**config.mk**
```make
export PLATFORM = sky130hd
export DESIGN_NAME = gain_param_ctrl
export DESIGN_NICKNAME = d
export VERILOG_FILES = /design/src/rtl/gain_param_ctrl.sv
export SDC_FILE = /design/constraint.sdc
export NUM_CORES = 1
export LEC_CHECK = 0
export CAP_MARGIN = 20
export CORE_MARGIN = 10
export CORE_UTILIZATION = 58
export DETAILED_ROUTE_END_ITERATION = 10
export PLACE_DENSITY = 0.87
export SYNTH_ARGS = -nofsm -noshare
export SYNTH_HDL_FRONTEND = slang
export SYNTH_SLANG_ARGS = --single-unit
```
**constraint.sdc**
```tcl
create_clock -name clk -period 3.07 [get_ports clk]
set_input_delay 0.614 -clock clk [delete_from_list [all_inputs] [get_ports clk]]
set_output_delay 0.614 -clock clk [all_outputs]
set_load 0.1 [all_outputs]
```
**src/rtl/gain_param_ctrl.sv**
```systemverilog
// gain_param_ctrl: front-panel editor for the pre/post gains with debounced keys, press-and-hold
// auto-repeat, saturating arithmetic and LED bar. Optional macro GAIN_PARAM_CTRL_ACCEL_EN enables repeat acceleration.
module gain_param_ctrl #(
    parameter int CLK_MHZ      = 13,
    parameter int VAL_W        = 16,
    parameter int PRE_INIT     = 41,
    parameter int POST_INIT    = 6,
    parameter int VAL_MAX      = 1023,
    parameter int DEBOUNCE_US  = 5000,
    parameter int RPT_DELAY_US = 400000,
    parameter int RPT_US       = 50000
) (
    input  logic             clk,
    input  logic             rst_n,
    input  logic             i_key_up_n,
    input  logic             i_key_dn_n,
    input  logic [1:0]       i_sel,
    input  logic [8:0]       i_led_src,
    output logic [VAL_W-1:0] o_pre_gain,
    output logic [VAL_W-1:0] o_post_gain,
    output logic             o_upd,
    output logic [8:0]       o_led
);

    localparam int DB_CYC  = DEBOUNCE_US * CLK_MHZ;
    localparam int DLY_CYC = RPT_DELAY_US * CLK_MHZ;
    localparam int RPT_CYC = RPT_US * CLK_MHZ;
    localparam int TMR_MAX = (DLY_CYC > RPT_CYC) ? DLY_CYC : RPT_CYC;
    localparam int DB_W    = (DB_CYC > 1) ? $clog2(DB_CYC + 1) : 1;
    localparam int TMR_W   = (TMR_MAX > 1) ? $clog2(TMR_MAX + 1) : 1;
    localparam logic [VAL_W:0] MAX_EXT = (VAL_W+1)'(VAL_MAX);

    typedef enum logic [2:0] {
        ST_IDLE  = 3'd0,
        ST_FIRST = 3'd1,
        ST_HOLD  = 3'd2,
        ST_RPT   = 3'd3,
        ST_LOCK  = 3'd4
    } state_t;

    // Widened step so an up-step from the top of the range or a down-step below zero is detected, then clamped.
    function automatic logic [VAL_W-1:0] next_gain(input logic [VAL_W-1:0] cur,
                                                   input logic             up,
                                                   input logic [VAL_W:0]   sz);
        logic [VAL_W:0]   ext;
        logic [VAL_W:0]   wide;
        logic [VAL_W-1:0] res;
        ext  = {1'b0, cur};
        wide = up ? (ext + sz) : (ext - sz);
        if (!up && (ext < sz)) begin
            res = '0;
        end else if (wide > MAX_EXT) begin
            res = MAX_EXT[VAL_W-1:0];
        end else begin
            res = wide[VAL_W-1:0];
        end
        return res;
    endfunction

    logic [1:0]       key_s1_q, key_s2_q;
    logic [1:0]       key_db_q, key_db_d;
    logic [DB_W-1:0]  db_cnt_q [2];
    logic [DB_W-1:0]  db_cnt_d [2];
    logic             up_p_s, dn_p_s;

    state_t           state_q, state_d;
    logic [TMR_W-1:0] timer_q, timer_d;
    logic             dir_up_q, dir_up_d;
    logic [1:0]       sel_lat_q, sel_lat_d;
    logic             sel_ok_s, hold_key_s, other_key_s, step_s;
    logic [VAL_W:0]   step_sz_s;

    logic [VAL_W-1:0] pre_q, pre_d, post_q, post_d;
    logic             upd_q, upd_d;
    logic [8:0]       led_q, led_d;

    // Two-flop synchronisers for both raw key levels (bit 0 = up, bit 1 = down).
    always_ff @(posedge clk or negedge rst_n) begin
        if (!rst_n) begin
            key_s1_q <= 2'b11;
            key_s2_q <= 2'b11;
        end else begin
            key_s1_q <= {i_key_dn_n, i_key_up_n};
            key_s2_q <= key_s1_q;
        end
    end

    // Debounce: count consecutive samples differing from the accepted level, restart on any return.
    always_comb begin
        key_db_d = key_db_q;
        for (int k = 0; k < 2; k++) begin
            db_cnt_d[k] = '0;
            if (key_s2_q[k] == key_db_q[k]) begin
                db_cnt_d[k] = '0;
            end else if (db_cnt_q[k] == DB_W'(DB_CYC - 1)) begin
                key_db_d[k] = key_s2_q[k];
                db_cnt_d[k] = '0;
            end else begin
                db_cnt_d[k] = db_cnt_q[k] + DB_W'(1);
            end
        end
    end

    // Debounced key level and counters.
    always_ff @(posedge clk or negedge rst_n) begin
        if (!rst_n) begin
            key_db_q <= 2'b11;
            for (int k = 0; k < 2; k++) begin
                db_cnt_q[k] <= '0;
            end
        end else begin
            key_db_q <= key_db_d;
            for (int k = 0; k < 2; k++) begin
                db_cnt_q[k] <= db_cnt_d[k];
            end
        end
    end

    assign up_p_s      = ~key_db_q[0];
    assign dn_p_s      = ~key_db_q[1];
    assign sel_ok_s    = (i_sel == 2'b01) || (i_sel == 2'b10);
    assign hold_key_s  = dir_up_q ? up_p_s : dn_p_s;
    assign other_key_s = dir_up_q ? dn_p_s : up_p_s;

    // Control FSM: next state, repeat timer and step request.
    always_comb begin
        state_d   = state_q;
        timer_d   = timer_q;
        dir_up_d  = dir_up_q;
        sel_lat_d = sel_lat_q;
        step_s    = 1'b0;
        case (state_q)
            ST_IDLE: begin
                if (up_p_s ^ dn_p_s) begin
                    if (sel_ok_s) begin
                        state_d   = ST_FIRST;
                        dir_up_d  = up_p_s;
                        sel_lat_d = i_sel;
                    end else begin
                        state_d = ST_LOCK;
                    end
                end else if (up_p_s && dn_p_s) begin
                    state_d = ST_LOCK;
                end else begin
                    state_d = ST_IDLE;
                end
            end
            ST_FIRST: begin
                step_s  = 1'b1;
                timer_d = TMR_W'(DLY_CYC - 1);
                state_d = ST_HOLD;
            end
            ST_HOLD, ST_RPT: begin
                if (other_key_s || (i_sel != sel_lat_q)) begin
                    state_d = ST_LOCK;
                end else if (!hold_key_s) begin
                    state_d = ST_IDLE;
                end else if (timer_q == '0) begin
                    step_s  = 1'b1;
                    timer_d = TMR_W'(RPT_CYC - 1);
                    state_d = ST_RPT;
                end else begin
                    timer_d = timer_q - TMR_W'(1);
                end
            end
            ST_LOCK: begin
                if (!up_p_s && !dn_p_s) begin
                    state_d = ST_IDLE;
                end else begin
                    state_d = ST_LOCK;
                end
            end
            default: begin
                state_d = ST_IDLE;
            end
        endcase
    end

    // FSM state, timer and latched edit context.
    always_ff @(posedge clk or negedge rst_n) begin
        if (!rst_n) begin
            state_q   <= ST_IDLE;
            timer_q   <= '0;
            dir_up_q  <= 1'b0;
            sel_lat_q <= 2'b00;
        end else begin
            state_q   <= state_d;
            timer_q   <= timer_d;
            dir_up_q  <= dir_up_d;
            sel_lat_q <= sel_lat_d;
        end
    end

`ifdef GAIN_PARAM_CTRL_ACCEL_EN
    logic [3:0] rpt_cnt_q, rpt_cnt_d;

    // Repeat counter: the hold-expiry step is repeat 1, each later repeat increments up to 15.
    always_comb begin
        rpt_cnt_d = 4'd0;
        if (state_d != ST_RPT) begin
            rpt_cnt_d = 4'd0;
        end else if (!step_s) begin
            rpt_cnt_d = rpt_cnt_q;
        end else if (state_q != ST_RPT) begin
            rpt_cnt_d = 4'd1;
        end else if (rpt_cnt_q == 4'd15) begin
            rpt_cnt_d = rpt_cnt_q;
        end else begin
            rpt_cnt_d = rpt_cnt_q + 4'd1;
        end
    end

    // Repeat counter register.
    always_ff @(posedge clk or negedge rst_n) begin
        if (!rst_n) begin
            rpt_cnt_q <= 4'd0;
        end else begin
            rpt_cnt_q <= rpt_cnt_d;
        end
    end

    assign step_sz_s = ((state_q == ST_RPT) && (rpt_cnt_q >= 4'd8)) ?
                       {{(VAL_W-2){1'b0}}, 3'd4} : {{VAL_W{1'b0}}, 1'b1};
`else
    assign step_sz_s = {{VAL_W{1'b0}}, 1'b1};
`endif

    // Gain update, step pulse and LED source selection.
    always_comb begin
        pre_d  = pre_q;
        post_d = post_q;
        upd_d  = step_s;
        if (step_s) begin
            if (sel_lat_q[1]) begin
                post_d = next_gain(post_q, dir_up_q, step_sz_s);
            end else begin
                pre_d = next_gain(pre_q, dir_up_q, step_sz_s);
            end
        end else begin
            pre_d  = pre_q;
            post_d = post_q;
        end
        case (i_sel)
            2'b01:   led_d = pre_q[8:0];
            2'b10:   led_d = post_q[8:0];
            default: led_d = i_led_src;
        endcase
    end

    // Output registers.
    always_ff @(posedge clk or negedge rst_n) begin
        if (!rst_n) begin
            pre_q  <= VAL_W'(PRE_INIT);
            post_q <= VAL_W'(POST_INIT);
            upd_q  <= 1'b0;
            led_q  <= 9'd0;
        end else begin
            pre_q  <= pre_d;
            post_q <= post_d;
            upd_q  <= upd_d;
            led_q  <= led_d;
        end
    end

    assign o_pre_gain  = pre_q;
    assign o_post_gain = post_q;
    assign o_upd       = upd_q;
    assign o_led       = led_q;

endmodule

```
==> reports/qor.csv <==
metric,value,unit
Max Clock Freq,348,MHz
Detail Placement HPWL,10700,um
Die Footprint,15000,um2
Final ANT Viol Nets,0,
"Clk pin slew, worst setup/hold paths",0.10,ns
async set-reset flop share out of synthesis,1.00,
WL final,14600,um
remaining global-route overflow,0,
final net count,754,
"critical path fanouts, max",10,
final period utilization,0.935,
count of cell types in the netlist,69,
Antenna Cells,0,
cts bufs inserted,9,
setup TNS,0,ns
CTS tree,yes,
initial DRC count,542,
Clock Path Buffers,2,
Critical Path RT,3.30,ns
initial core utilization,0.595,
Worst setup SP type,register,
Final Skew,0.0155,ns
status,completed,
fill cell total of the finished layout,823,
most frequent cells in the layout,"92 x dfrtp_1, 75 x nor2_1, 70 x nand2_1",
largest net degree at the start of global routing,48,
Max VDD drop,0.000256,V
"Seq/Total Area, Yosys",0.448,
Max Slew Vio Count,0,
final core occ,0.677,
initial antenna violation count,0,
class of the worst hold path,primary input to asynchronous set/reset pin,
Total GRT Usage,0.196,
Port Buffers,56,
Slew @ Worst Pin,0.586,ns
via count,5365,
Worst-Skew Late Latency,0.38,ns
first-pass GRT wire length,24600,um
Synth Warn #,0,
Slowest cell on crit path,dfstp_2,
cell area after synthesis,6110,um2
Synth Register Bits,109,
buffer and inverter count on the worst path,0,
top_reg_cell synth,dfrtp_1,
RSZ-0062 raised after global routing,false,
Worst path top cell family by delay,simple AND/OR/NAND/NOR gates,
Cell Rows,37,
drt drc,0,
Clock Root Buffer,clkbuf_8,
Worst Setup End Kind,register,
H-tree lvl count,3,
wire per inst,16.8,um
Final Wtd Congestion,0.914,
syn nets,697,
Layout area overhead,13.8,%
First-pass DRT Iterations,5,
peak per-stage delay on the critical path,0.66,ns
layout cells sized above 1,0.171,
worst-path cell chain,nand4_1 -> or4_4 -> and2_4 -> or4b_4 -> o211ai_2 -> a31o_1 -> o311ai_1,
Max-slew headroom,0.609,
Die X,123,um
Post-synth EDFFs,0,
core footprint,10300,um2
"Avg Cell Area, Syn",9.11,um2
Num Clock Sinks,109,
Chip Height,123,um
fin crit period,2.87,ns
vias in the first global route,5124,
routed vias/inst,6.17,
Leak,2.98,nW
Worst Path Arrival,3.10,ns
Synth Instances,671,
power density cells,358,nW/um2
final setup fails,0,
MaxCap Viol Count,0,
I/O pins,57,
critical path type,register to register,
final hold vios,0,
"commonest non-fill, non-tap cell in the layout",dfrtp_1,
## power by group
| group | leakage, nW | internal [mW] | switching, mW |
|---|---|---|---|
| registers | 1.39 | 1.46 | 0.0103 |
| logic | 1.50 | 0.0496 | 0.152 |
| clock network | 0.0857 | 0.340 | 0.480 |
| total | 2.98 | 1.85 | 0.643 |
## final timing paths
path | from | endpoint | slack, ns | cells after the start
worst max-delay path | o_pre_gain[5] | o_pre_gain[2] | 0.20 | 7
worst min-delay path | rst_n | o_pre_gain[11] | 0.23 | 1
worst max register to register | o_pre_gain[5] | o_pre_gain[2] | 0.20 | 7
worst min register to register | key_s1_q[0] | key_s2_q[0] | 0.36 | 0
max in group asynchronous | rst_n | key_db_q[1] | 2.08 | 2
min in group clk | key_s1_q[0] | key_s2_q[0] | 0.36 | 0
## cells in the mapped netlist, drive strengths merged (4+ instances only)
cell type  number  area share
dfrtp          98        0.40
nor2           75       0.046
nand2          70       0.043
o21ai          34       0.028
inv            27       0.017
nand3          27       0.022
xor2           26       0.037
nor3           24       0.020
nor4           22       0.027
clkbuf         21       0.013
a21oi          19       0.016
nand4          18       0.019
xnor2          18       0.026
and2           16       0.017
or4            16       0.021
or3            15       0.015
buf            14       0.015
a211oi         11       0.014
a22oi          11       0.014
dfstp          11       0.047
ha             11       0.023
and3            6      0.0061
mux2i           6      0.0098
nand2b          6      0.0065
nand4b          6      0.0086
o211ai          6      0.0082
o31a            5      0.0072
o31ai           5      0.0061
or2             5      0.0051
or4b            5      0.0094
nor2b           4      0.0041
nor4b           4      0.0068
## final cells by class
| class | instances | area (um2) | area share |
|---|---|---|---|
| Tap cell | 136 | 170 | 0.0245 |
| Timing Repair Buffer | 81 | 653 | 0.0939 |
| Clock inverter | 3 | 20.0 | 0.00288 |
| Sequential cell | 109 | 2750 | 0.395 |
| Clock buffer | 13 | 159 | 0.0228 |
| Multi-Input combinational cell | 500 | 3110 | 0.446 |
| Inverter | 27 | 101 | 0.0146 |
## what timing repair did
action,4_1_cts,5_1_grt
endpoints found under the setup margin,0,5
hold buffers,0,0
resized for setup,0,1
buffers inserted,0,0
## flip-flops by register name (all words and copies together) (netlist names)
register     count
o_post_gain     16
o_upd            1
db_cnt_q        32
key_db_q         2
state_q          3
key_s2_q         2
sel_lat_q        2
o_pre_gain      16
timer_q         23
dir_up_q         1
key_s1_q         2
o_led            9
## cell families after synthesis
kind of cell	after synthesis	synth area share
and+or+nand+nor	329	0.292
DFF	109	0.448
xor gates and xnor gates	44	0.0630
buffers and inverters	62	0.0446
adders and majority gates	11	0.0225
AOI/OAI and AO/OA	109	0.118
muxes	7	0.0117
## metal layers
layer / GRT usage / vias to the layer above / routed length, um
li1: - / 2525 / -
met1: 0.242 / 2608 / 6090
met3: 0.0468 / 25 / 1060
met2: 0.333 / 207 / 7220
met4: 0.0582 / 0 / 215
met5: 0 / - / 0
## per-stage QoR
step	hold WS, ns	cells	cell area, um2	total power [mW]	setup WS (ns)
after global placement	0.346	853	6770	1.69	0.162
after detailed placement	0.352	853	6770	1.70	0.0864
final	0.227	869	6960	2.49	0.199
after floorplan	0.318	671	6120	1.62	0.0356
after CTS	0.251	869	6950	2.51	0.157
after global routing	0.266	869	6960	2.59	0.00151
No activity file was read; power rests on OpenSTA's default activity.
